File: config.mk
export PLATFORM = sky130hd
export DESIGN_NAME = rf_wb_arbiter
export DESIGN_NICKNAME = d
export VERILOG_FILES = /design/src/rtl/rf_wb_arbiter.sv
export SDC_FILE = /design/constraint.sdc
export NUM_CORES = 1
export LEC_CHECK = 0
export CAP_MARGIN = 20
export CORE_MARGIN = 1.5
export CORE_UTILIZATION = 44
export CTS_BUF_LIST = sky130_fd_sc_hd__clkbuf_4 sky130_fd_sc_hd__clkbuf_8 sky130_fd_sc_hd__clkbuf_16
export DETAILED_ROUTE_END_ITERATION = 6
export PLACE_DENSITY = 0.9
export REMOVE_ABC_BUFFERS = 1
export SETUP_SLACK_MARGIN = 0.15
export SLEW_MARGIN = 30
export SYNTH_ARGS = -nofsm -noshare
export SYNTH_HDL_FRONTEND = slang
export SYNTH_SLANG_ARGS = --single-unit
File: constraint.sdc
create_clock -name CLK -period 5.21 [get_ports CLK]
set_clock_uncertainty 0.2 [all_clocks]
set_input_delay 0.7815 -clock CLK [delete_from_list [all_inputs] [get_ports CLK]]
set_output_delay 0.7815 -clock CLK [all_outputs]
set_load 0.005 [all_outputs]
File: src/rtl/rf_wb_arbiter.sv
// Register-file write-port arbiter: pipeline writeback (A) has priority,
// long-latency unit (B) is protected from starvation and tracked in a scoreboard.
module rf_wb_arbiter #(
    parameter int STARVE_LIMIT = 4,
    parameter int CNT_W        = 3
) (
    input  logic        CLK,
    input  logic        nRST,
    input  logic        a_valid,
    input  logic [4:0]  a_sel,
    input  logic [31:0] a_dat,
    output logic        a_ready,
    input  logic        b_valid,
    input  logic [4:0]  b_sel,
    input  logic [31:0] b_dat,
    output logic        b_ready,
    input  logic        iss_valid,
    input  logic [4:0]  iss_sel,
    input  logic [4:0]  chk_sel1,
    input  logic [4:0]  chk_sel2,
    output logic        chk_busy1,
    output logic        chk_busy2,
    output logic        WEN,
    output logic [4:0]  wsel,
    output logic [31:0] wdat
);

    typedef enum logic {NORMAL, FORCE_B} mode_t;

    mode_t            mode;
    logic [CNT_W-1:0] starve_cnt;
    logic [CNT_W-1:0] cnt_inc;
    logic [31:0]      pending;
    logic [31:0]      set_mask;
    logic [31:0]      clr_mask;
    logic             grant_a;
    logic             grant_b;
    logic             b_starved;

    always_comb begin
        a_ready = (mode == NORMAL)  ? 1'b1 : !b_valid;
        b_ready = (mode == FORCE_B) ? 1'b1 : !a_valid;
        grant_a = a_valid && a_ready;
        grant_b = b_valid && b_ready;
    end

    always_comb begin
        wsel = 5'd0;
        wdat = 32'd0;
        if (grant_a) begin
            wsel = a_sel;
            wdat = a_dat;
        end else if (grant_b) begin
            wsel = b_sel;
            wdat = b_dat;
        end
    end

    // Writes to x0 are acknowledged but never reach the register file.
    assign WEN = nRST && (grant_a || grant_b) && (wsel != 5'd0);

    assign b_starved = b_valid && !b_ready;
    assign cnt_inc   = (&starve_cnt) ? starve_cnt : starve_cnt + 1'b1;

    always_ff @(posedge CLK or negedge nRST) begin
        if (!nRST) begin
            mode       <= NORMAL;
            starve_cnt <= '0;
        end else if (b_starved) begin
            starve_cnt <= cnt_inc;
            if (cnt_inc == CNT_W'(STARVE_LIMIT))
                mode <= FORCE_B;
        end else begin
            starve_cnt <= '0;
            mode       <= NORMAL;
        end
    end

    always_comb begin
        set_mask = 32'd0;
        clr_mask = 32'd0;
        if (iss_valid && iss_sel != 5'd0)
            set_mask = 32'd1 << iss_sel;
        if (grant_b)
            clr_mask = 32'd1 << b_sel;
    end

    // A newly issued op to the same register outlives the completing one.
    always_ff @(posedge CLK or negedge nRST) begin
        if (!nRST)
            pending <= 32'd0;
        else
            pending <= ((pending & ~clr_mask) | set_mask) & ~32'd1;
    end

    always_comb begin
        chk_busy1 = pending[chk_sel1] && !(grant_b && b_sel == chk_sel1);
        chk_busy2 = pending[chk_sel2] && !(grant_b && b_sel == chk_sel2);
    end

endmodule

==> metrics.cfg <==
[synthesis]
synth_edf_count=0
async_flop_share_pct=100
syn_inst=283
synth_area_leader_cell=dfrtp_1
synthTopCellsByArea=dfrtp_1, a22o_1, mux4_2
synth_top_cell_area_share_pct=32.4
synth.avg_cell_area_um2=9.56
netlist-cell-type-count=42
syn_area_mm2=0.00271
ys_seq_elements=35
yosysSeqAreaShare_pct=32.4
ys_warn_count=0
ys.flop_type=dfrtp_1

[clock_tree]
cts_tree=done
root_buffer=clkbuf_8
clock_path_buffers=2
clock_sinks=35
postCtsSetupRepairBufs=0
cts_resized=0
numCtsBuffers=5
holdBufCountCts=0
path_clk_slew_ns=0.07
worstSkewPairLatency_ns=0.28
htree_levels=2

[timing]
slew_viol_final=0
worst_pin_slew_ns=0.724
min_period_ns=4.17
rsz0062_at_grt=false
finalHoldViolations=0
setup_viol=0
period_share_pct=80.0
slew_headroom_pct=51.5
max_freq_mhz=240
tns_ns=0

[setup_path]
endpoint_kind=output pin
cp.arrival_ns=3.19
rr_endpoint=pending[16]$_DFF_PN0_
critPathMaxFanout=11
worstSetupStartpointType=primary input
cpMostUsedCell=clkdlybuf4s50_1
slowest_stage=clkdlybuf4s50_1
r2r_slack_ns=3.25
path_cells=clkdlybuf4s50_1 > mux4_2 > or3b_1 > o311ai_0 > o32ai_1 > clkdlybuf4s50_1
r2r-start=mode$_DFFE_PN0P_
cp-startpoint=chk_sel2[0]
ff2ff_path_depth=4
crit_type=in2out
crit_path_max_incr_delay_ns=0.79
cp.required_ns=4.23

[placed_design]
place.port_buffers=135
place.gp.congestion=0.962
place_hpwl_um=8530
placed_area_mm2=0.00405

[routing]
drt_iter0_markers=238
ant_nets=0
wl_met2_um=5250
route.detailed.drc=0
met3_length_um=1390
routed_wl_um=10700
firstDrtPassIters=5
wirelength_met1_um=3610
dr_total_vias=3095
via_per_inst=6.46
wl_per_cell_um=22.3
top_layer_used=met4

[pwr]
power.share.clock_pct=20.3
p_sw_share_pct=31.3
p_per_area_mw_per_mm2=230
seq_power_share_pct=41.0
netSwitchingPower_mw=0.298
irDropWorstVdd_uv=298
p_leak_nw=1.55
p_int_mw=0.654
pwr-share-comb_pct=38.7

[layout]
postLayoutCoreUtil_pct=69.9
layout-drive-gt1-share_pct=7.92
nets=499
postLayoutCellArea_mm2=0.00414
n_antenna_cell=0
syn_to_final_growth_pct=52.9

[status]
outcome=completed

[global_routing]
gr-total-overflow=0
grtUsageTotal_pct=32.1
grt_max_degree=38
grt_pass1_wl_um=15600
antenna_found_initial=0
first_global_vias=2889

[floorplanning]
die_h_um=81.4
initial_core_util_pct=45.7
fp-row-count=28
core_mm2=0.00592
dieArea_mm2=0.00663
ios=136
die_w_um=81.4

[hold_path]
worstHoldPathType=reg2reg
min_to=pending[1]$_DFF_PN0_
holdPathStages=2
hold_path_startpoint=pending[1]$_DFF_PN0_

[run]
max-cap-violations=0

-- final cells by class --
| cell class | instances | area, µm² |
|---|---|---|
| timing repair buffer | 138 | 1370 |
| inverter | 3 | 11.3 |
| sequential | 35 | 876 |
| tap | 75 | 93.8 |
| fill | 458 | 1780 |
| clock inverter | 1 | 5.00 |
| multi-input combinational | 221 | 1690 |
| clock buffer | 6 | 82.6 |
-- through the flow --
| step | setup slack (ns) | std cells | hold slack (ns) | power (mW) |
|---|---|---|---|---|
| floorplan | 0.808 | 259 | 0.278 | 0.537 |
| global placement | 1.04 | 472 | 0.308 | 0.740 |
| detailed placement | 1.01 | 472 | 0.315 | 0.754 |
| CTS | 1.01 | 479 | 0.330 | 0.947 |
| global route | 0.894 | 479 | 0.380 | 1.00 |
| finish | 1.04 | 479 | 0.331 | 0.952 |
-- power groups by stage --
stage / registers [mW] / clock network, mW / logic, mW
after floorplan: 0.362 / 0 / 0.176
after global placement: 0.385 / 0 / 0.356
after detailed placement: 0.390 / 0 / 0.364
after CTS: 0.385 / 0.196 / 0.366
after global routing: 0.393 / 0.211 / 0.397
final: 0.390 / 0.193 / 0.369
-- per-layer routing --
layer	vias to the layer above	global-route usage, %
met5	-	0
met4	0	14.5
met3	43	10.2
met2	219	55.8
met1	1472	35.6
li1	1361	-
-- worst max-delay path by stage --
stage	cells past startpoint	end
final	6	chk_busy2
after global routing	6	chk_busy2
after CTS	6	chk_busy2
after detailed placement	6	chk_busy2
after global placement	6	chk_busy1
after floorplan	4	WEN
-- logic make-up after synthesis --
logic type | Yosys count | synth area share [%]
flip-flops | 35 | 32.4
AND/OR/NAND/NOR | 71 | 14.0
AO/OA/AOI/OAI | 119 | 31.6
adder cells (fa/ha/maj) | 1 | 0.462
buffers and inverters | 27 | 5.13
XOR/XNOR | 12 | 3.89
multiplexers | 18 | 12.5
-- registers in the layout, summed over array words and instances, names as in the netlist --
signal and cells:
mode 1, starve_cnt 3, pending 31
-- Yosys cell counts (5+ instances only) --
cell type,count
o21ai_0,42
nand3_1,6
mux4_2,12
nand2_1,20
nand4_1,5
nor2_1,10
o41ai_1,5
clkbuf_1,11
a22o_1,38
xnor2_1,10
buf_1,5
nand2b_1,9
o31ai_1,15
dfrtp_1,35
mux2_2,6
-- critical path, delay by kind of cell --
kind / cells / cell delay [ns]
AOI/OAI and AO/OA: 2 / 0.24
buffers and inverters: 2 / 1.25
muxes: 1 / 0.56
and+or+nand+nor: 1 / 0.35
-- placed cells by master (no fill, tap or decap), types with 3 or more instances in the layout --
cell type and count:
nor2b_1 3, a22o_1 38, inv_1 3, dfrtp_1 35, o32ai_1 4, clkdlybuf4s50_1 135, clkbuf_8 6, nand2b_1 9
nand3b_1 3, o31ai_1 15, mux4_2 12, o41ai_1 5, nor2_1 10, nand2_1 20, nor3_1 3, buf_4 3
xnor2_1 10, o21ai_0 42, nand3_1 6, nand4_1 5, mux2_2 6
Note: power is estimated with default switching activity, not from simulation.
